[src/rtl/scan_sequencer.sv]
// scan_sequencer
//   Control stage in front of a 3-to-8 one-hot decoder. It walks through the
//   channels selected by a mask, from the lowest to the highest. Each channel
//   is held for (dwell+1) cycles. A one-cycle blanking gap separates two
//   channels so the decoder never drives two lines at once.
//   The block supports a single pass (one-shot) or continuous scanning.
//
// Ports
//   clk        system clock, rising edge
//   rst        synchronous reset, active high
//   start      single-cycle scan request; ignored while busy or with an empty mask
//   stop       abort; the block returns to idle on the next edge (wins over start)
//   mode_once  1 = one pass then done, 0 = continuous; sampled with start
//   chan_mask  channel enable bits; sampled with start
//   dwell      hold time minus one; sampled with start
//   sel        channel index to the decoder
//   sel_en     decoder enable
//   busy       scan in progress
//   done       one-cycle pulse at the end of a one-shot pass
//   wrap       one-cycle pulse in the gap where a continuous scan wraps around
module scan_sequencer #(
    parameter int DWELL_W = 8
) (
    input  logic               clk,
    input  logic               rst,
    input  logic               start,
    input  logic               stop,
    input  logic               mode_once,
    input  logic [7:0]         chan_mask,
    input  logic [DWELL_W-1:0] dwell,
    output logic [2:0]         sel,
    output logic               sel_en,
    output logic               busy,
    output logic               done,
    output logic               wrap
);

    typedef enum logic [1:0] {IDLE, ACTIVE, GAP} state_t;

    state_t             state_reg, state_next;
    logic [2:0]         sel_reg, sel_next;
    logic               sel_en_reg, sel_en_next;
    logic               busy_reg, busy_next;
    logic               done_reg, done_next;
    logic               wrap_reg, wrap_next;
    logic [7:0]         mask_reg, mask_next;
    logic [DWELL_W-1:0] dwell_reg, dwell_next;
    logic               once_reg, once_next;
    logic [DWELL_W-1:0] cnt_reg, cnt_next;

    // Index of the lowest set bit; 0 for an empty vector.
    function automatic logic [2:0] lowest(input logic [7:0] v);
        logic [2:0] r;
        r = 3'd0;
        for (int i = 7; i >= 0; i--) begin
            if (v[i]) r = 3'(i);
        end
        return r;
    endfunction

    // Latched channels strictly above the one currently selected.
    logic [7:0] above_sel;
    genvar gi;
    generate
        for (gi = 0; gi < 8; gi++) begin : g_above
            assign above_sel[gi] = mask_reg[gi] && (3'(gi) > sel_reg);
        end
    endgenerate

    logic       has_next;
    logic [2:0] next_chan;
    logic [2:0] first_chan;
    logic [2:0] start_chan;

    assign has_next   = |above_sel;
    assign next_chan  = lowest(above_sel);
    assign first_chan = lowest(mask_reg);
    assign start_chan = lowest(chan_mask);

    always_ff @(posedge clk) begin
        if (rst) begin
            state_reg  <= IDLE;
            sel_reg    <= 3'd0;
            sel_en_reg <= 1'b0;
            busy_reg   <= 1'b0;
            done_reg   <= 1'b0;
            wrap_reg   <= 1'b0;
            mask_reg   <= 8'd0;
            dwell_reg  <= '0;
            once_reg   <= 1'b0;
            cnt_reg    <= '0;
        end else begin
            state_reg  <= state_next;
            sel_reg    <= sel_next;
            sel_en_reg <= sel_en_next;
            busy_reg   <= busy_next;
            done_reg   <= done_next;
            wrap_reg   <= wrap_next;
            mask_reg   <= mask_next;
            dwell_reg  <= dwell_next;
            once_reg   <= once_next;
            cnt_reg    <= cnt_next;
        end
    end

    always_comb begin
        state_next  = state_reg;
        sel_next    = sel_reg;
        sel_en_next = sel_en_reg;
        busy_next   = busy_reg;
        done_next   = 1'b0;
        wrap_next   = 1'b0;
        mask_next   = mask_reg;
        dwell_next  = dwell_reg;
        once_next   = once_reg;
        cnt_next    = cnt_reg;

        case (state_reg)
            IDLE: begin
                sel_next    = 3'd0;
                sel_en_next = 1'b0;
                busy_next   = 1'b0;
                if (start && !stop && (chan_mask != 8'd0)) begin
                    state_next  = ACTIVE;
                    mask_next   = chan_mask;
                    dwell_next  = dwell;
                    once_next   = mode_once;
                    sel_next    = start_chan;
                    sel_en_next = 1'b1;
                    busy_next   = 1'b1;
                    cnt_next    = '0;
                end
            end
            ACTIVE: begin
                if (stop) begin
                    state_next  = IDLE;
                    sel_next    = 3'd0;
                    sel_en_next = 1'b0;
                    busy_next   = 1'b0;
                end else if (cnt_reg == dwell_reg) begin
                    // Counting 0..dwell in place (never to dwell+1) keeps the
                    // maximum dwell inside DWELL_W bits.
                    sel_en_next = 1'b0;
                    if (has_next) begin
                        state_next = GAP;
                        sel_next   = next_chan;
                    end else if (!once_reg) begin
                        state_next = GAP;
                        sel_next   = first_chan;
                        wrap_next  = 1'b1;
                    end else begin
                        state_next = IDLE;
                        sel_next   = 3'd0;
                        busy_next  = 1'b0;
                        done_next  = 1'b1;
                    end
                end else begin
                    cnt_next = cnt_reg + 1'b1;
                end
            end
            GAP: begin
                if (stop) begin
                    state_next  = IDLE;
                    sel_next    = 3'd0;
                    sel_en_next = 1'b0;
                    busy_next   = 1'b0;
                end else begin
                    state_next  = ACTIVE;
                    sel_en_next = 1'b1;
                    cnt_next    = '0;
                end
            end
            default: begin
                state_next  = IDLE;
                sel_next    = 3'd0;
                sel_en_next = 1'b0;
                busy_next   = 1'b0;
            end
        endcase
    end

    assign sel    = sel_reg;
    assign sel_en = sel_en_reg;
    assign busy   = busy_reg;
    assign done   = done_reg;
    assign wrap   = wrap_reg;

endmodule

[config.mk]
export PLATFORM = sky130hd
export DESIGN_NAME = scan_sequencer
export DESIGN_NICKNAME = d
export VERILOG_FILES = /design/src/rtl/scan_sequencer.sv
export SDC_FILE = /design/constraint.sdc
export NUM_CORES = 1
export LEC_CHECK = 0
export CAP_MARGIN = 30
export CORE_ASPECT_RATIO = 0.75
export CORE_MARGIN = 2
export CORE_UTILIZATION = 48
export DETAILED_ROUTE_END_ITERATION = 7
export PLACE_DENSITY_LB_ADDON = 0.3
export SYNTH_ARGS = -nofsm -noshare
export SYNTH_HDL_FRONTEND = slang
export SYNTH_SLANG_ARGS = --single-unit
[constraint.sdc]
create_clock -name clk -period 1.45 [get_ports clk]
set_input_delay 0.29 -clock clk [delete_from_list [all_inputs] [get_ports clk]]
set_output_delay 0.29 -clock clk [all_outputs]
set_load 0.005 [all_outputs]
# After elaboration in Yosys (flattened, before gate mapping)
# Index checks and enable logic that the tools add are counted.
# word_totals
inputBits	21
regBits	34
output_inout_bits	7
elab_cells	109
# classes
bitwise_logic	2
add_sub_neg	1
n_eq_ne	11
reduce_logical	21
order_cmp	8
n_mux	56
# op_table
op	count
2-to-1 mux 3 bit	30
2-to-1 mux 8 bit	4
case mux 8 bit (3 select lines)	1
> comparator 3 bit, first input constant	4
2-to-1 mux 1 bit	12
OR reduction 12 bit	1
logical AND 1 bit	10
2-to-1 mux 2 bit	5
!= test 2 bit, second input constant	5
!= test 3 bit, second input constant	3
case mux 3 bit (3 select lines)	1
adder 8 x 1 -> 8 bit, second input constant	1
equality test 8 bit	1
nonzero test 8 bit	1
OR reduction 8 bit	1
> comparator 1 x 3 -> 1 bit, first input constant	2
> comparator 2 x 3 -> 1 bit, first input constant	2
case mux 1 bit (3 select lines)	2
case mux 2 bit (3 select lines)	1
AND reduction 2 bit	3
AND reduction 5 bit	1
AND reduction 4 bit	1
nonzero test 3 bit	1
equality test 2 x 1 -> 1 bit, second input constant	1
4 further kinds	5

# Longest topological paths before layout
# depth
depth_word	14
depth_mapped	6
ltp_nobuf	6

# Least setup slack after synthesis
# OpenSTA, ideal clock, no wires.
# synth_path
path_type	flip-flop to flip-flop
start	register sel_reg[1], in the netlist sel[1]
end	register sel_reg[0], in the netlist sel[0]
setup_slack_ns	-0.155
n_path_buf	1
synth_period_minus_slack_ns	1.605
setup_time_ns	0.120
required_ns	1.330
arrival_ns	1.485
stages_incl_launch_ff	7
cell_sequence	dfxtp_1 > buf_6 > a21boi_0 > nor3b_1 > o32a_1 > o221a_1 > a211o_1
# synth_via
elab_chain_cells	14
elab_cells_between_ends	29
cone_classes	order compare (8); mux (12); reduce/logical (9)
# synth_lines
element	line_no	source
from (decl)	41	logic [2:0] sel_reg, sel_next;
from (signal assigned)	94	sel_reg <= sel_next;
> comparator 3 bit	66	assign above_sel[gi] = mask_reg[gi] && (3'(gi) > sel_reg);
logical AND 1 bit	66	
2-to-1 mux 3 bit (8 in a row)	56	if (v[i]) r = 3'(i);
2-to-1 mux 3 bit (*)	144	if (has_next) begin
2-to-1 mux 3 bit (*)	140	end else if (cnt_reg == dwell_reg) begin
2-to-1 mux 3 bit (*)	135	if (stop) begin
case mux 3 bit (3 select lines) (*)	118	case (state_reg)
# Every way passes the cells marked *; elsewhere a longest branch is shown, timed or not. The select of a mux whose other input is x is not followed.
# A chain may end at the register's enable or synchronous reset.

# Worst setup path in the final report
# layout_path
start	register mask_reg[7]
end	register sel_reg[1], in the netlist sel[1]
# layout_via
elab_chain_cells	13
elab_cells_between_ends	23
cone_classes	mux (21); reduce/logical (2)
# layout_lines
element	line_no	source
from (decl)	46	logic [7:0] mask_reg, mask_next;
from (signal assigned)	99	mask_reg <= mask_next;
2-to-1 mux 3 bit / logical AND 1 bit (equally long branches)	56, 66	
2-to-1 mux 3 bit (7 in a row)	56	
2-to-1 mux 3 bit (on tied branches)	147, 56	
2-to-1 mux 3 bit (*)	144	
2-to-1 mux 3 bit (*)	140	
2-to-1 mux 3 bit (*)	135	
case mux 3 bit (3 select lines) (*)	118	
# Marks and branches as above.

==> run metrics <==
outcome finished with violations; violated checks DRC, setup timing; number of H-tree levels 2; clock-pin transition on the worst setup and hold timing paths 0.08 ns; hold crit path type primary input to flop; Hold-fix buffers, CTS 0; TNS Setup -7.48 ns; r2r setup slk -0.53 ns; WS Path Type flop to flop; Mapped Cells 217; P_leak 1.39 nW; vias post-DR 2777; largest net degree at the start of global routing 15; Num Clock Sinks 34; combinational power share 28.4%; ANT cells 0; die height 58.5 um; dominant cells by area after synthesis dfxtp_1 36%, nor2_1 7.3%, mux2i_1 6.9%; total CTS buffers 5; Switching Share 31.8%; syn nets 239; final worst slack -0.530 ns; Setup crit start kind flop; DIE AREA 0.00448 mm2; count leader, synth nor2_1; CTS tree done; layout cells sized above 1 58.1%; CTS max path bufs 2; final setup fails 33; NetSw 0.959 mW; count of flip-flops with a built-in enable after synthesis 0; Mapped Area 0.00190 mm2; DP Area 0.00270 mm2; endpoint class of the critical path flop; Detailed Routing Iterations Pass 1 8; Total GRT Usage 39.6%; Async SR Flop Fraction 0%; clock skew after layout 0.00519 ns; core area 0.00373 mm2; synth unique cells 57; IO buf count 27; worst-skew pair later-pin latency 0.32 ns; maximum vdd drop 1.10 mV; Overflow after GRT 0; drt drc 6; ANT nets after route 0; Avg WL per Cell 30.4 um; RSZ-0062 raised after global routing yes; hold_ws 0.404 ns; Clock Power Share 37.6%; Ys Warns 0; vias in the first global route 2397; slew margin rel. 51.9%; total internal power 2.05 mW; Area Overhead vs Synth 85.6%; Critical Path RT 1.71 ns; Nets 343; post-route minimum period 1.98 ns; vias per std cell 7.43; DP Wirelength 4290 um; die width 76.6 um; Seq/Total Area, Yosys 35.9%; Max Slew Vio Count 0; Fill cells 87; Power Dens Cells 855 mW/mm2; Data arrival, critical path 2.24 ns; root buffer cell clkbuf_8; Finished Cell Area 0.00352 mm2; Mean Syn Cell Area 8.75 um2; initial core utilization 50.9%; final hold violations 0; ys flop type dfxtp_1; max-cap violations 0; worst slew pin tran 0.715 ns; share of the synthesized area in the top cell type 35.9%; initial detailed-routing violation count 512; row count 19; final core utilization 94.4%; Placer Congestion 0.883; first-pass GRT wire length 13100 um; io pins 28; Final Cycle Share 137%; synth cell count leaders 37 x nor2_1, 34 x dfxtp_1, 17 x a21oi_1, 13 x mux2i_1, 9 x xnor2_1; cell accounting for the most synthesized area dfxtp_1; Fmax 0.505 GHz; flops & latches, synth 34; Routed WL 11400 um; CP max FO 5; initial antenna violation count 0; Seq pwr share 34.0%
worst max-delay path: stages (launching register included):
cell and delay [ns]:
dfxtp_1 0.49, nor2_1 0.14, o31ai_1 0.61, a21boi_0 0.21, o21ai_1 0.29, a22o_1 0.18
cells in the final DEF, fill, tap and decap left out, types with 3 or more instances in the layout:
master / netlist / final
o2111ai_2: 0 / 3
mux2i_2: 0 / 4
inv_1: 8 / 7
nand2_2: 1 / 4
dfxtp_2: 0 / 17
nand2_4: 0 / 3
o21ai_0: 4 / 3
clkdlybuf4s50_1: 0 / 12
clkdlybuf4s15_1: 0 / 3
a21oi_1: 17 / 9
buf_4: 1 / 62
xnor2_4: 0 / 7
nand3_1: 6 / 4
a21oi_2: 0 / 6
nor2_4: 0 / 9
mux2i_1: 13 / 9
o31ai_1: 4 / 4
clkbuf_2: 0 / 3
dfxtp_4: 0 / 4
buf_6: 3 / 13
xor2_1: 5 / 4
dlygate4sd2_1: 0 / 5
clkbuf_8: 0 / 5
nor4_4: 1 / 3
nor2_1: 37 / 27
dfxtp_1: 34 / 13
what timing repair did:
item / CTS / global route
setup endpoints to repair: 36 / 33
gates resized for setup: 85 / 72
pin swaps: 31 / 33
buffers inserted: 9 / 8
cloned: 1 / 0
kinds of logic after synthesis:
logic type / after synthesis / share of synthesized area [%]
xor+xnor: 14 / 6.46
buf+inv: 16 / 4.61
fa+ha+maj: 1 / 0.659
mux: 13 / 6.86
flops: 34 / 35.9
compound gates: 56 / 21.6
simple gates: 83 / 23.9
through the flow:
stage                     setup WS, ns  instances  total power [mW]
after floorplan                -0.0796        217              1.28
after global placement          -0.678        350              1.54
after detailed placement        -0.760        350              1.56
after CTS                       -0.180        368              2.73
after global routing            -0.553        374              3.02
final                           -0.530        374              3.01
power by group through the flow:
stage | registers [mW] | logic (mW) | clock network (mW)
finish | 1.02 | 0.856 | 1.13
global route | 1.02 | 0.854 | 1.14
CTS | 1.00 | 0.641 | 1.08
detailed placement | 1.02 | 0.536 | 0
global placement | 1.02 | 0.521 | 0
floorplan | 1.02 | 0.261 | 0
final cells by class:
type,count,area [um2],share of cell area [%]
flip-flops and latches,34,717,20.4
clock buffers,5,68.8,1.95
multi-input cells,167,1660,47.1
well taps,52,65.1,1.85
repair buffers,105,912,25.9
inverters,8,32.5,0.924
clock inverters,3,68.8,1.95
path summary, 6_finish.rpt:
check,startpoint,endpoint,cells after the start
setup / recovery,mask_reg[7]$_SDFFE_PP0P_,sel[1]$_SDFFE_PP0P_,5
setup reg to reg,mask_reg[7]$_SDFFE_PP0P_,sel[1]$_SDFFE_PP0P_,5
hold reg to reg,sel_en$_SDFFE_PP0P_,sel_en$_SDFFE_PP0P_,2
hold / removal,chan_mask[5],mask_reg[5]$_SDFFE_PP0P_,4
routing by layer:
layer,track usage (%),part of all wire [%],vias to the layer above
li1,-,-,1004
met1,47.9,34,1236
met2,66.1,40,371
met3,11.0,15,166
met4,20.5,12,0
met5,0,0,-
No activity file was read; power rests on OpenSTA's default activity.
